<file path="src/rtl/shot_timer_pkg.sv">
// Shared types for the shot-clock controller: FSM state encoding, the BCD digit pair,
// and a BCD decrement helper.
// No logic, so no latency or backpressure; the package holds only types, constants and a pure function.
package shot_timer_pkg;

    typedef enum logic [2:0] {
        ST_IDLE     = 3'd0,
        ST_LOAD     = 3'd1,
        ST_RUN      = 3'd2,
        ST_PAUSE    = 3'd3,
        ST_EXT_LOAD = 3'd4,
        ST_EXPIRED  = 3'd5
    } state_t;

    // Two BCD digits, tens in the upper nibble.
    typedef struct packed {
        logic [3:0] tens;
        logic [3:0] units;
    } bcd2_t;

    localparam bcd2_t BCD_ZERO = 8'h00;
    localparam bcd2_t BCD_MAX  = 8'h99;

    // BCD decrement: x0 borrows from the tens digit and becomes (x-1)9.
    function automatic bcd2_t bcd_dec(input bcd2_t v);
        bcd2_t r;
        if (v.units == 4'd0) begin
            r.tens  = v.tens - 4'd1;
            r.units = 4'd9;
        end else begin
            r.tens  = v.tens;
            r.units = v.units - 4'd1;
        end
        return r;
    endfunction

endpackage

</file>
<file path="src/rtl/shot_timer_ctrl_if.sv">
// Groups the shot-clock event inputs and the status outputs into a single bus.
// Inputs: one_sec, turn_start, shot_taken, pause, extend_req. Outputs: timeL, timeH, running, warning, timeout, ext_used.
// There is no flow control. The master drives the events, and the slave (the controller) drives the status signals.
interface shot_timer_ctrl_if;
    logic       one_sec;
    logic       turn_start;
    logic       shot_taken;
    logic       pause;
    logic       extend_req;
    logic [3:0] timeL;
    logic [3:0] timeH;
    logic       running;
    logic       warning;
    logic       timeout;
    logic       ext_used;

    modport master (
        output one_sec, turn_start, shot_taken, pause, extend_req,
        input  timeL, timeH, running, warning, timeout, ext_used
    );

    modport slave (
        input  one_sec, turn_start, shot_taken, pause, extend_req,
        output timeL, timeH, running, warning, timeout, ext_used
    );
endinterface

</file>
<file path="src/rtl/shot_timer_ctrl_bcddn.sv">
// Two-digit BCD down counter with synchronous load; the count stops at 00 instead of wrapping.
// Ports: clk, resetN (async, active-low), loadN, enable1, enable2, din_i, cnt_o, tc (count == 00).
// Loads or decrements on the clock edge, and the new value is visible in the next cycle. No backpressure.
module bcddn
    import shot_timer_pkg::*;
(
    input  logic  clk,
    input  logic  resetN,
    input  logic  loadN,
    input  logic  enable1,
    input  logic  enable2,
    input  bcd2_t din_i,
    output bcd2_t cnt_o,
    output logic  tc
);

    bcd2_t cnt_q, cnt_d;

    assign tc    = (cnt_q == BCD_ZERO);
    assign cnt_o = cnt_q;

    always_comb begin
        cnt_d = cnt_q;
        if (!loadN) begin
            cnt_d = din_i;
        end else if (enable1 && enable2 && !tc) begin
            cnt_d = bcd_dec(cnt_q);
        end
    end

    always_ff @(posedge clk or negedge resetN) begin
        if (!resetN) begin
            cnt_q <= BCD_ZERO;
        end else begin
            cnt_q <= cnt_d;
        end
    end

endmodule

</file>
<file path="src/rtl/shot_timer_ctrl.sv">
// Pool shot-clock controller: a BCD countdown with pause, a single extension per turn, a low-time warning and an expiry pulse.
// Ports: clk, resetN (async, active-low), and bus (the shot_timer_ctrl_if slave modport) carrying the events and status outputs.
// Events act on the clock edge. LOAD and EXT_LOAD each take one cycle. There is no backpressure, and a lower-priority event in the same cycle is dropped.
module shot_timer_ctrl
    import shot_timer_pkg::*;
#(
    parameter logic [7:0] SHOT_TIME = 8'h30,
    parameter logic [7:0] EXT_TIME  = 8'h15,
    parameter logic [7:0] WARN_TIME = 8'h05
)
(
    input  logic              clk,
    input  logic              resetN,
    shot_timer_ctrl_if.slave  bus
);

    state_t state_q, state_d;
    state_t ret_q, ret_d;          // state to return to after EXT_LOAD
    logic   ext_used_q, ext_used_d;
    logic   timeout_q, timeout_d;

    logic   load;
    logic   dec_ok;
    bcd2_t  load_val;
    bcd2_t  cnt;
    logic   tc;
    bcd2_t  ext_sum;

    // Saturating BCD adder: current time + EXT_TIME, clamped to 99.
    logic [4:0] u_raw, u_adj;
    logic       u_carry;
    logic [4:0] t_raw;

    always_comb begin
        u_raw   = {1'b0, cnt.units} + {1'b0, EXT_TIME[3:0]};
        u_carry = (u_raw > 5'd9);
        u_adj   = u_carry ? (u_raw - 5'd10) : u_raw;
        t_raw   = {1'b0, cnt.tens} + {1'b0, EXT_TIME[7:4]} + {4'd0, u_carry};
        if (t_raw > 5'd9) begin
            ext_sum = BCD_MAX;
        end else begin
            ext_sum.tens  = t_raw[3:0];
            ext_sum.units = u_adj[3:0];
        end
    end

    // Next-state logic. Within each state, the branch order gives the event priority.
    // Expiry is checked ahead of extend_req, so an extension requested in the expiry cycle is lost.
    always_comb begin
        state_d    = state_q;
        ret_d      = ret_q;
        ext_used_d = ext_used_q;
        timeout_d  = 1'b0;
        load       = 1'b0;
        load_val   = bcd2_t'(SHOT_TIME);
        dec_ok     = 1'b0;

        case (state_q)
            ST_IDLE: begin
                if (bus.turn_start) state_d = ST_LOAD;
            end
            ST_LOAD: begin
                load       = 1'b1;
                ext_used_d = 1'b0;
                if (bus.turn_start)  state_d = ST_LOAD;
                else if (bus.pause)  state_d = ST_PAUSE;
                else                 state_d = ST_RUN;
            end
            ST_RUN: begin
                if (bus.turn_start) begin
                    state_d = ST_LOAD;
                end else if (bus.shot_taken) begin
                    state_d = ST_IDLE;
                end else if (tc) begin
                    state_d   = ST_EXPIRED;
                    timeout_d = 1'b1;
                end else if (bus.extend_req && !ext_used_q) begin
                    state_d = ST_EXT_LOAD;
                    ret_d   = ST_RUN;
                end else if (bus.pause) begin
                    state_d = ST_PAUSE;
                end else begin
                    dec_ok = bus.one_sec;
                end
            end
            ST_PAUSE: begin
                if (bus.turn_start) begin
                    state_d = ST_LOAD;
                end else if (bus.shot_taken) begin
                    state_d = ST_IDLE;
                end else if (bus.extend_req && !ext_used_q) begin
                    state_d = ST_EXT_LOAD;
                    ret_d   = ST_PAUSE;
                end else if (!bus.pause) begin
                    state_d = ST_RUN;
                end
            end
            ST_EXT_LOAD: begin
                // The counter is frozen outside RUN, so ext_sum still reflects the time at request.
                if (bus.turn_start) begin
                    state_d = ST_LOAD;
                end else if (bus.shot_taken) begin
                    state_d = ST_IDLE;
                end else begin
                    load       = 1'b1;
                    load_val   = ext_sum;
                    ext_used_d = 1'b1;
                    state_d    = ret_q;
                end
            end
            ST_EXPIRED: begin
                if (bus.turn_start) state_d = ST_LOAD;
            end
            default: state_d = ST_IDLE;
        endcase
    end

    always_ff @(posedge clk or negedge resetN) begin
        if (!resetN) begin
            state_q    <= ST_IDLE;
            ret_q      <= ST_RUN;
            ext_used_q <= 1'b0;
            timeout_q  <= 1'b0;
        end else begin
            state_q    <= state_d;
            ret_q      <= ret_d;
            ext_used_q <= ext_used_d;
            timeout_q  <= timeout_d;
        end
    end

    // enable2 carries one_sec only when no higher-priority event claims the cycle,
    // so a strobe that coincides with such an event is dropped.
    bcddn u_cnt (
        .clk     (clk),
        .resetN  (resetN),
        .loadN   (~load),
        .enable1 (state_q == ST_RUN),
        .enable2 (dec_ok),
        .din_i   (load_val),
        .cnt_o   (cnt),
        .tc      (tc)
    );

    assign bus.timeL    = cnt.units;
    assign bus.timeH    = cnt.tens;
    assign bus.running  = (state_q == ST_RUN);
    assign bus.warning  = ((state_q == ST_RUN) || (state_q == ST_PAUSE))
                          && (cnt <= WARN_TIME) && !tc;
    assign bus.timeout  = timeout_q;
    assign bus.ext_used = ext_used_q;

endmodule

</file>
<file path="src/flat_wrapper.sv">
// flat-port wrapper written by rule: the top's interface ports become plain ports
module shot_timer_ctrl_flat import shot_timer_pkg::*;
#(
    parameter logic [7:0] SHOT_TIME = 8'h30,
    parameter logic [7:0] EXT_TIME  = 8'h15,
    parameter logic [7:0] WARN_TIME = 8'h05
)
  (clk, resetN, bus_one_sec, bus_turn_start, bus_shot_taken, bus_pause, bus_extend_req, bus_timeL, bus_timeH, bus_running, bus_warning, bus_timeout, bus_ext_used);
  shot_timer_ctrl_if bus_i ();
  input  logic clk;
  input  logic resetN;
  input wire logic [$bits(bus_i.one_sec)-1:0] bus_one_sec;
  input wire logic [$bits(bus_i.turn_start)-1:0] bus_turn_start;
  input wire logic [$bits(bus_i.shot_taken)-1:0] bus_shot_taken;
  input wire logic [$bits(bus_i.pause)-1:0] bus_pause;
  input wire logic [$bits(bus_i.extend_req)-1:0] bus_extend_req;
  output wire logic [$bits(bus_i.timeL)-1:0] bus_timeL;
  output wire logic [$bits(bus_i.timeH)-1:0] bus_timeH;
  output wire logic [$bits(bus_i.running)-1:0] bus_running;
  output wire logic [$bits(bus_i.warning)-1:0] bus_warning;
  output wire logic [$bits(bus_i.timeout)-1:0] bus_timeout;
  output wire logic [$bits(bus_i.ext_used)-1:0] bus_ext_used;
  assign bus_i.one_sec = bus_one_sec;
  assign bus_i.turn_start = bus_turn_start;
  assign bus_i.shot_taken = bus_shot_taken;
  assign bus_i.pause = bus_pause;
  assign bus_i.extend_req = bus_extend_req;
  assign bus_timeL = bus_i.timeL;
  assign bus_timeH = bus_i.timeH;
  assign bus_running = bus_i.running;
  assign bus_warning = bus_i.warning;
  assign bus_timeout = bus_i.timeout;
  assign bus_ext_used = bus_i.ext_used;
  shot_timer_ctrl #(.SHOT_TIME(SHOT_TIME), .EXT_TIME(EXT_TIME), .WARN_TIME(WARN_TIME)) u_core (.clk(clk), .resetN(resetN), .bus(bus_i));
endmodule
</file>
<file path="config.mk">
export PLATFORM = sky130hd
export DESIGN_NAME = shot_timer_ctrl_flat
export DESIGN_NICKNAME = d
export VERILOG_FILES = /design/src/rtl/shot_timer_pkg.sv /design/src/rtl/shot_timer_ctrl_if.sv /design/src/rtl/shot_timer_ctrl_bcddn.sv /design/src/rtl/shot_timer_ctrl.sv /design/src/flat_wrapper.sv
export SDC_FILE = /design/constraint.sdc
export NUM_CORES = 1
export LEC_CHECK = 0
export BUFFER_PORTS_ARGS = -buffer_cell sky130_fd_sc_hd__buf_4
export CORE_MARGIN = 2
export CORE_UTILIZATION = 60
export DETAILED_ROUTE_END_ITERATION = 7
export GPL_TIMING_DRIVEN = 0
export PLACE_DENSITY = 0.94
export SLEW_MARGIN = 20
export SYNTH_ARGS = -nofsm -noshare
export SYNTH_HDL_FRONTEND = slang
export SYNTH_SLANG_ARGS = --single-unit
</file>
<file path="constraint.sdc">
create_clock -name clk -period 8.2 [get_ports clk]
set_input_delay 0.41 -clock clk [delete_from_list [all_inputs] [get_ports clk]]
set_output_delay 0.41 -clock clk [all_outputs]
set_load 0.03 [all_outputs]
</file>
; ---- After elaboration in Yosys (flattened, before gate mapping)
; Cells that the tools add are included.
; W data, S select, Z words.
[word_totals]
ff_bits = 16
in_bits = 7
output_inout_bits = 12
wordCells = 99
[op_classes]
addsub = 6
order_cmp = 3
eq_ne = 17
muxes = 47
reduce_logical = 20
[ops]
columns = operator, count
row1 = $mux W3, 20
row2 = $mux W8, 7
row3 = $mux W1, 15
row4 = $pmux W3 S5, 1
row5 = $ne A2 B2 Y1 const B, 7
row6 = $gt A5 B4 Y1 const B, 2
row7 = $le A8 B3 Y1 const B, 1
row8 = $logic_not A8 Y1, 1
row9 = $reduce_and A8 Y1, 1
row10 = $reduce_bool A2 Y1, 4
row11 = $sub A4 B1 Y4 const B, 2
row12 = $eq A3 B2 Y1 const B, 2
row13 = $eq A3 B3 Y1 const B, 2
row14 = $ne A2 B1 Y1 const B, 3
row15 = $ne A6 B4 Y1 const B, 1
row16 = $pmux W3 S2, 1
row17 = $reduce_and A3 Y1, 2
row18 = $add A4 B1 Y5 const B, 1
row19 = $add A4 B3 Y5 const B, 1
row20 = $add A5 B1 Y5, 1
row21 = $logic_and A1 B1 Y1, 5
row22 = $ne A5 B4 Y1 const B, 1
row23 = $logic_not A4 Y1, 1
row24 = $mux W4, 1
row25 = 8 further kinds, 10

; ---- Depth between registers and ports, before layout
; Gate-level depths: netlist (run 1).
[depth]
word_depth = 11
mapped_depth = 12
mapped_depth_nobuf = 12

; ---- Cells and area by module
; Synthesis (run 1) repeated with hierarchy kept, for this count alone.
[unflattened]
hier_cells = 168
hier_area_um2 = 1341.3
[by_module_without_submodules]
columns = mod, instances, cells_per_inst, area_per_inst_um2, seq_area_each_um2
row1 = shot_timer_ctrl, 1, 109, 822.0, 150.1
row2 = bcddn, 1, 59, 519.2, 200.2

; ---- Worst setup path after synthesis (run 1)
; OpenSTA, ideal clock, no wires.
[synth_path]
path_kind = reg2reg
from = register u_core.u_cnt.cnt_q, in the netlist u_core.u_cnt.cnt_o[0]
to = register u_core.u_cnt.cnt_q, in the netlist u_core.u_cnt.cnt_o[6]
setup_time_ns = 0.142
t_arrival_ns = 2.651
t_required_ns = 8.058
setup_slack_ns = 5.406
stages_incl_launch_ff = 12
n_path_buf = 0
period_less_slack_ns = 2.794
cell_sequence = dfrtp_1 -> ha_1 -> nand2b_1 -> a21oi_1 -> ha_1 -> inv_1 -> ha_1 -> nand2b_1 -> a21oi_1 -> o31a_2 -> a221oi_2 -> a22oi_2
[synth_between]
elab_chain_len = 9
word_cells_on_any_way = 21
cone_classes = 2 x add/sub / 2 x order compare / 9 x mux / 8 x reduce/logical
[synth_rtl]
columns = item, line
row1 = from (decl), shot_timer_ctrl_bcddn.sv:17  ; bcd2_t cnt_q, cnt_d;
row2 = from (signal assigned), shot_timer_ctrl_bcddn.sv:35  ; cnt_q <= cnt_d;
row3 = $add A4 B3 Y5 / $logic_not A8 Y1 (equally long branches), "shot_timer_ctrl.sv:35, shot_timer_ctrl_bcddn.sv:19"
row4 = $gt A5 B4 Y1 / $mux W1 (equally long branches), "shot_timer_ctrl.sv:36, shot_timer_ctrl.sv:74"
row5 = $add A5 B1 Y5 / $mux W1 (equally long branches), "shot_timer_ctrl.sv:38, shot_timer_ctrl.sv:72"
row6 = $gt A5 B4 Y1 / $mux W1 (equally long branches), "shot_timer_ctrl.sv:39, shot_timer_ctrl.sv:70"
row7 = $mux W8 / $mux W1 (equally long branches), "shot_timer_ctrl.sv:39, shot_timer_ctrl.sv:58"
row8 = $mux W8 / $logic_and A1 B1 Y1 (equally long branches), "shot_timer_ctrl.sv:102, shot_timer_ctrl_bcddn.sv:26"
row9 = $mux W8 / $logic_and A1 B1 Y1 (equally long branches), "shot_timer_ctrl.sv:100, shot_timer_ctrl_bcddn.sv:26"
row10 = $mux W8 / $reduce_bool A2 Y1 (equally long branches), --
row11 = $mux W8 / $reduce_and A2 Y1 (equally long branches), --
; Parallel ways exist; a longest one is shown, timed or not.
; A chain may end at the register's enable or synchronous reset.

; ---- Worst setup path in the final report (run 1)
; Same ends and word-level chain as after synthesis.

==> impl_summary.log, run 1 <==
INFO  metric boundaryPins = 19
INFO  metric dieWidth = 49.4 µm
INFO  metric commonest_cells_post_synth = sky130_fd_sc_hd__nor2_1, sky130_fd_sc_hd__dfrtp_1, sky130_fd_sc_hd__a21oi_1, sky130_fd_sc_hd__inv_1, sky130_fd_sc_hd__o21ai_0
INFO  metric ys.flop_type = sky130_fd_sc_hd__dfrtp_1
INFO  metric cts.repair.resized = 0
INFO  metric worst_setup_skew_after_layout = 0.00308 ns
INFO  metric cts_htree_levels = 1
INFO  metric worst_slew_pin_slew = 0.711 ns
INFO  metric syn_inst = 145
INFO  metric critPathKind = reg2reg
INFO  metric worst-endpoint-arrival = 3.11 ns
INFO  metric via_per_inst = around 6.2
INFO  metric ir_worst_vdd = 0.000212 V
INFO  metric cts_tree = done
INFO  metric synth.avg_cell_area = around 8.5 µm²
INFO  metric grt-ovfl-total = 0
INFO  metric compound_gate_fraction_of_synth_area = 28.3%
INFO  metric ctsLongestPathBuffers = 2
INFO  metric cts_inserted_buffers = 3
INFO  metric setup-tns-final = 0 ns
INFO  metric cts-root-buf = sky130_fd_sc_hd__clkbuf_4
INFO  metric synth_nets = 160
INFO  metric drt_first_iter_violations = 40
INFO  metric finalInstanceArea = 1440 µm²
INFO  metric yosys.area_share.simple = approximately 25%
INFO  metric num_antenna_cells = 0
INFO  metric die_area = 2440 µm²
INFO  metric clk_pin_slew_worst_paths = roughly 0.080 ns
INFO  metric critical_path.max_fanout = 8
INFO  metric final_hold_viol_count = 0
INFO  metric synth_top_family_by_area = compound AO/OA/AOI/OAI gates
INFO  metric post_synth_num_cell_types = 46
INFO  metric slew_headroom = 52.4%
INFO  metric synthXorXnorAreaFrac = ~2.1%
INFO  metric timing.final.setup_violations = 0
INFO  metric crit-reg2reg-capture = u_core.u_cnt.cnt_o[6]
INFO  metric totalWireLength = 3.01 mm
INFO  metric synth_most_common_cell = sky130_fd_sc_hd__nor2_1
INFO  metric share_seq_of_total_power = 25.3%
INFO  metric first_global_vias = 1,123
INFO  metric seq_area_frac_synth = 28.3%
INFO  metric buffer_ports.inserted = 18
INFO  metric placed_area = 1410 µm²
INFO  metric power.static_leakage = 0.669 nW
INFO  metric clock_sink_count = 14
INFO  metric post_cts_hold_buffer_count = 1
INFO  metric class_of_the_tightest_hold_or_removal_check = in2reg
INFO  metric intPower = 0.226 mW
INFO  metric detailed_router_iteration_count_before_antenna_repair = 5
INFO  metric final_core_utilization = 73.3%
INFO  metric initial_core_util = 63.1%
INFO  metric startpoint_type = flop
INFO  metric fin_cells = 194
INFO  metric groute.usage.overall = 26.6%
INFO  metric yosysWarnings = 0
INFO  metric final_min_period_over_clock_period = 35.9%
INFO  metric combinationalPowerShare = around 66%
INFO  metric maxCapViolCount = 0
INFO  metric library_cell_occupying_the_most_area_in_the_post_synthesis_netlist = sky130_fd_sc_hd__dfrtp_1
INFO  metric drc_errors = 0
INFO  metric rr_worst_depth = 11
INFO  metric layout.filler_cells = 154
INFO  metric timing.critical_path.required = 8.37 ns
INFO  metric antenna_violations_before_repair = 0
INFO  metric gp_routability_congestion = 0.906
INFO  metric critPathCaptureType = flop
INFO  metric synth.top_cell.area_share = 28.3%
INFO  metric core.rowCount = 16
INFO  metric clkPwrFrac = 8.8%
INFO  metric crit_start = u_core.u_cnt.cnt_o[0]
INFO  metric r2r_setup_slack = 5.26 ns
INFO  metric numPlacedInstances = 190
INFO  metric power.net_switching = 0.226 mW
INFO  metric setup.worst_path.end = u_core.u_cnt.cnt_o[6]
INFO  metric regToRegStartpoint = u_core.u_cnt.cnt_o[0]
INFO  metric fp.dieH = just under 50 µm
INFO  metric syn2layout_area_growth = 16.3%
INFO  metric worstSkewPairLatency = between 0.2 and 0.3 ns
INFO  metric timing.fmax = 340 MHz
INFO  metric switching_share = 50.0%
INFO  metric hpwl_dp = approximately 2.3 mm
INFO  metric dr_total_vias = 1,206
INFO  metric synth-seq-cells = 14
INFO  metric power-per-cell-area = between 300 and 400 nW/µm²
INFO  metric final_net_count = 184
INFO  metric grt_max_degree = 15
INFO  metric min_period = between 2 and 3 ns
INFO  metric drive_gt1_share = 21.6%
INFO  metric first_pass_grt_wire_length = 5.03 mm
INFO  metric wl_per_cell = 15.5 µm
INFO  metric status = completed
INFO  metric postRouteAntennaNets = 0
INFO  metric final_max_slew_viol_count = 0
INFO  metric synth_area_leaders = sky130_fd_sc_hd__dfrtp_1, sky130_fd_sc_hd__ha_1, sky130_fd_sc_hd__nor2_1
INFO  metric synth_edf_count = 0
INFO  metric fraction_of_synthesized_area_in_multiplexers = 1.72%
INFO  metric async_flop_share = 100%
INFO  metric setup_repair_after_global_routing_missed_its_margin = no
INFO  metric setup_buffers_after_cts = 0
INFO  metric post_synth_instance_area = 1240 µm²
INFO  metric synth_fa_ha_area_share = 8.09%
INFO  metric core_region_area = a little under 2000 µm²
-- through the flow --
step	power, mW	hold WS [ns]	worst slack (ns)
2_1_floorplan	0.333	0.114	5.41
3_3_place_gp	0.390	0.266	5.42
3_5_place_dp	0.407	0.273	5.30
4_1_cts	0.447	0.394	5.29
5_1_grt	0.487	0.396	5.06
6_report	0.452	0.383	5.26
-- routing by layer --
metal | GRT usage (%) | up-vias | share of wire [%]
li1 | - | 572 | -
met1 | 32.0 | 577 | 41
met2 | 46.8 | 49 | 52
met3 | 7.06 | 8 | 6.5
met4 | 6.48 | 0 | 1.4
met5 | 0 | - | 0
-- registers in the layout (all words and copies together), names as in the netlist --
register	flops
u_core.u_cnt.cnt_o	8
u_core.state_q	3
u_core.bus.ext_used	1
u_core.bus.timeout	1
u_core.ret_q	1
-- final cells by class --
cell class	instances	area [µm²]	area share [%]
buffer	5	28.8	2.00
clock buffer	3	22.5	1.57
inverter	12	45.0	3.13
multi-input combinational	114	813	56.5
sequential	14	350	24.3
tap	27	33.8	2.35
timing repair buffer	19	145	10.1
-- logic make-up after synthesis --
logic type | count (synthesis)
xor gates and xnor gates | 3
AOI/OAI and AO/OA | 49
DFF | 14
adders and majority gates | 8
muxes | 2
and+or+nand+nor | 52
buffers and inverters | 17
-- power groups by stage --
stage,combinational (mW),sequential (mW),clock (mW)
after detailed placement,0.293,0.114,0
final,0.298,0.114,0.0397
after global placement,0.277,0.112,0
after floorplan,0.201,0.133,0
after global routing,0.328,0.117,0.0422
after CTS,0.295,0.113,0.0388
-- cell usage in the layout (no fill, tap or decap), drive strengths merged, types with 2 or more instances in the layout --
master  Yosys  routed
o31a        2       2
nor2       17      17
xnor2       2       2
nor3        5       5
a22oi       4       4
nand2b      7       7
a21oi      12      12
nor2b       3       3
dfrtp      14      14
inv        12      12
o21a        2       2
nand3       4       4
or4b        2       2
o21ai       9       9
ha          8       8
a31oi       6       6
nand2       7       7
clkbuf      2       5
a211oi      2       2
a21o        2       2
buf         3      21
-- critical path: stages, from the launching register on --
cell	delay, ns
sky130_fd_sc_hd__dfrtp_1	0.47
sky130_fd_sc_hd__ha_1	0.29
sky130_fd_sc_hd__nand2b_1	0.17
sky130_fd_sc_hd__a21oi_1	0.30
sky130_fd_sc_hd__ha_1	0.24
sky130_fd_sc_hd__inv_1	0.06
sky130_fd_sc_hd__ha_1	0.31
sky130_fd_sc_hd__nand2b_1	0.11
sky130_fd_sc_hd__a21oi_1	0.10
sky130_fd_sc_hd__o31a_2	0.41
sky130_fd_sc_hd__a221oi_2	0.30
sky130_fd_sc_hd__a22oi_2	0.07
-- worst min-delay path by stage --
| stage | from | endpoint | slack, ns | cells after the start |
|---|---|---|---|---|
| final | bus_turn_start | u_core.state_q[1] | 0.38 | 2 |
| after global placement | resetN | u_core.u_cnt.cnt_o[2] | 0.27 | 1 |
| after global routing | bus_turn_start | u_core.state_q[1] | 0.40 | 2 |
| after floorplan | resetN | u_core.bus.ext_used | 0.11 | 0 |
| after CTS | bus_turn_start | u_core.state_q[1] | 0.39 | 2 |
| after detailed placement | resetN | u_core.u_cnt.cnt_o[2] | 0.27 | 1 |
(Power assumes the default switching activity.)
==> inputs of run 2 (changes only) <==
--- a/config.mk
+++ b/config.mk
@@ -7,10 +7,10 @@
 export LEC_CHECK = 0
 export BUFFER_PORTS_ARGS = -buffer_cell sky130_fd_sc_hd__buf_4
 export CORE_MARGIN = 2
-export CORE_UTILIZATION = 60
+export CORE_UTILIZATION = 56
 export DETAILED_ROUTE_END_ITERATION = 7
 export GPL_TIMING_DRIVEN = 0
-export PLACE_DENSITY = 0.94
+export PLACE_DENSITY = 0.89
 export SLEW_MARGIN = 20
 export SYNTH_ARGS = -nofsm -noshare
 export SYNTH_HDL_FRONTEND = slang
==> constraint.sdc (replaced) <==
create_clock -name clk -period 2.95 [get_ports clk]
set_input_delay 0.1475 -clock clk [delete_from_list [all_inputs] [get_ports clk]]
set_output_delay 0.1475 -clock clk [all_outputs]
set_load 0.03 [all_outputs]
==> impl_summary.log, run 2 (same netlist as run 1, synthesis figures left out) <==
INFO  metric dieWidth = 51.0 µm (+3.2%)
INFO  metric wl_per_cell = 15.6 µm (+0.59%)
INFO  metric totalWireLength = 3.06 mm (+1.6%)
INFO  metric min_period = 2.83 ns (-0.117 ns)
INFO  metric hpwl_dp = 2.36 mm (+2.8%)
INFO  metric cts_tree = done
INFO  metric numPlacedInstances = 191 (+0.53%)
INFO  metric initial_core_util = 57.6% (-5.5 points)
INFO  metric final_max_slew_viol_count = 0 (unchanged)
INFO  metric maxCapViolCount = 0 (unchanged)
INFO  metric timing.fmax = 354 MHz (+4.1%)
INFO  metric critical_path.max_fanout = 8 (unchanged)
INFO  metric die_area = 2600 µm² (+6.5%)
INFO  metric use_met1 = 30.0% (-2.1 points)
INFO  metric global_route.usage.met2 = 44.4% (-2.5 points)
INFO  metric worst-path-stages = 11 (unchanged)
INFO  metric intPower = 0.660 mW (+190%)
INFO  metric boundaryPins = 19 (unchanged)
INFO  metric core_region_area = 2150 µm² (+9.5%)
INFO  metric timing.critical_path.required = 3.11 ns (-5.26 ns)
INFO  metric critPathCaptureType = flop
INFO  metric worst_setup_skew_after_layout = 0.00906 ns (+0.00598 ns)
INFO  metric worstHoldPathCells = 2 (unchanged)
INFO  metric report.power.total = 1.30 mW (+190%)
INFO  metric grt_util_met3 = 2.63% (-4.4 points)
INFO  metric antenna_violations_before_repair = 0 (unchanged)
INFO  metric clk_pin_slew_worst_paths = 0.09 ns (about the same)
INFO  metric clkPwrFrac = 11.0% (+2.2 points)
INFO  metric final_net_count = 184 (unchanged)
INFO  metric most-common-layout-cells = sky130_fd_sc_hd__buf_4, sky130_fd_sc_hd__nor2_1, sky130_fd_sc_hd__dfrtp_1
INFO  metric via_per_inst = 6.20 (-0.20%)
INFO  metric drt_first_iter_violations = 57 (+43%)
INFO  metric sequential_cell_area = 352 µm² (+0.36%)
INFO  metric switching_share = 49.4% (-0.62 points)
INFO  metric fp.dieH = 51.0 µm (+3.2%)
INFO  metric critical_path.cell_chain = ha_1, nand2b_1, a21oi_2, ha_1, inv_1, ha_1, nand2b_1, a21oi_1, o31a_2, a221oi_2, a22oi_2
INFO  metric num_antenna_cells = 0 (unchanged)
INFO  metric dr_total_vias = 1,216 (+0.83%)
INFO  metric class_of_the_tightest_hold_or_removal_check = in2reg
INFO  metric detailed_router_iteration_count_before_antenna_repair = 5 (unchanged)
INFO  metric power.net_switching = 0.644 mW (+190%)
INFO  metric final_core_utilization = 67.9% (-5.4 points)
INFO  metric cts_htree_levels = 1 (unchanged)
INFO  metric gp_routability_congestion = 0.859 (-5.2%)
INFO  metric timing.critical_path.max_delay_family = compound AO/OA/AOI/OAI gates
INFO  metric timing.critical_path.mode_cell = sky130_fd_sc_hd__ha_1
INFO  metric combinationalPowerShare = 64.7% (-1.2 points)
INFO  metric ctsLongestPathBuffers = 2 (unchanged)
INFO  metric ir_worst_vdd = 0.000770 V (+260%)
INFO  metric grt_max_degree = 15 (unchanged)
INFO  metric grt-ovfl-total = 0 (unchanged)
INFO  metric most_common_cell_after_layout_fill_and_taps_aside = sky130_fd_sc_hd__buf_4
INFO  metric cts-root-buf = sky130_fd_sc_hd__clkbuf_4
INFO  metric grt_busiest_layer = met2
INFO  metric buffer_ports.inserted = 18 (unchanged)
INFO  metric drc_errors = 0 (unchanged)
INFO  metric clock_sink_count = 14 (unchanged)
INFO  metric share_seq_of_total_power = 24.3% (-1.0 points)
INFO  metric first_pass_grt_wire_length = 4.78 mm (-5.0%)
INFO  metric final_min_period_over_clock_period = 95.8% (+60 points)
INFO  metric syn2layout_area_growth = 17.9%
INFO  metric slew_headroom = 56.7% (+4.4 points)
INFO  metric worstSkewPairLatency = 0.29 ns (about the same)
INFO  metric postRouteAntennaNets = 0 (unchanged)
INFO  metric first_global_vias = 1,076 (-4.2%)
INFO  metric worst-path-buf-inv = 1 (unchanged)
INFO  metric critPathKind = reg2reg
INFO  metric groute.usage.overall = 24.6% (-2.0 points)
INFO  metric layout.filler_cells = 181 (+18%)
INFO  metric multi_input_comb_area = 817 µm² (+0.46%)
INFO  metric fin_cells = 196 (+1.0%)
INFO  metric power.static_leakage = 0.676 nW (+0.97%)
INFO  metric timing.final.setup_violations = 0 (unchanged)
INFO  metric drive_gt1_share = 23.2% (+1.7 points)
INFO  metric slowest_delay = 0.47 ns (about the same)
INFO  metric core.rowCount = 17 (+1)
INFO  metric status = completed
INFO  metric worst-endpoint-arrival = 2.99 ns (-0.12 ns)
INFO  metric startpoint_type = flop
INFO  metric final_hold_viol_count = 0 (unchanged)
INFO  metric setup-tns-final = 0 ns (unchanged)
INFO  metric setup_repair_after_global_routing_missed_its_margin = no
INFO  metric power-per-cell-area = 894 nW/µm² (+180%)
INFO  metric worst_slew_pin_slew = 0.646 ns (-0.0650 ns)
INFO  metric rr_worst_depth = 11 (unchanged)
INFO  metric max_ffs_per_register = 8 (unchanged)
INFO  metric cpMaxStageDelayCell = sky130_fd_sc_hd__dfrtp_2
INFO  metric cts_inserted_buffers = 3 (unchanged)
[run 2: changes by cell type in the layout (fill, tap and decap cells not counted)]
cell                       previous run  this run
sky130_fd_sc_hd__a21oi_1             12        11
sky130_fd_sc_hd__a21oi_2              0         1
sky130_fd_sc_hd__clkbuf_8             0         1
sky130_fd_sc_hd__dfrtp_1             14        13
sky130_fd_sc_hd__dfrtp_2              0         1
[run 2: per-layer routing]
metal  up-vias  wire (µm)
met5         -          0
met2        69       1540
met3        13        225
li1        574          -
met1       560       1210
met4         0         72
[run 2: area by class of cell]
| cell class | count | share of cell area, % |
|---|---|---|
| Multi-Input combinational cell | 114 | 56.0 |
| Sequential cell | 14 | 24.1 |
| Clock buffer | 4 | 2.49 |
| Inverter | 12 | 3.09 |
| Tap cell | 28 | 2.40 |
| Timing Repair Buffer | 19 | 9.95 |
| Buffer | 5 | 1.97 |
[run 2: power by group through the flow]
stage / logic (mW) / registers (mW) / clock network [mW]
global route: 0.918 / 0.324 / 0.152
global placement: 0.774 / 0.312 / 0
CTS: 0.828 / 0.312 / 0.146
finish: 0.844 / 0.317 / 0.143
floorplan: 0.558 / 0.368 / 0
detailed placement: 0.824 / 0.316 / 0
[run 2: what timing repair did]
item,4_1_cts,5_1_grt
resized for setup,0,2
buffers inserted,0,0
hold buffers,1,0
endpoints found under the setup margin,0,3
endpoints found under the hold margin,14,0
[run 2: final timing paths]
| path | start | to | slack, ns |
|---|---|---|---|
| min reg2reg | u_core.bus.ext_used | u_core.bus.ext_used | 0.54 |
| min | bus_turn_start | u_core.state_q[1] | 0.10 |
| min in group asynchronous | resetN | u_core.u_cnt.cnt_o[2] | 0.24 |
| max reg2reg | u_core.u_cnt.cnt_o[0] | u_core.u_cnt.cnt_o[6] | 0.12 |
| max | u_core.u_cnt.cnt_o[0] | u_core.u_cnt.cnt_o[6] | 0.12 |
| max in group asynchronous | resetN | u_core.u_cnt.cnt_o[0] | 2.53 |
[run 2: stage by stage]
step,hold slack (ns),setup slack (ns),area [µm²]
after floorplan,-0.148,0.156,1240
after detailed placement,0.00692,0.0251,1410
after global routing,0.123,0.00412,1460
after global placement,0.00370,0.166,1410
after CTS,0.0986,0.00876,1450
final,0.103,0.124,1460
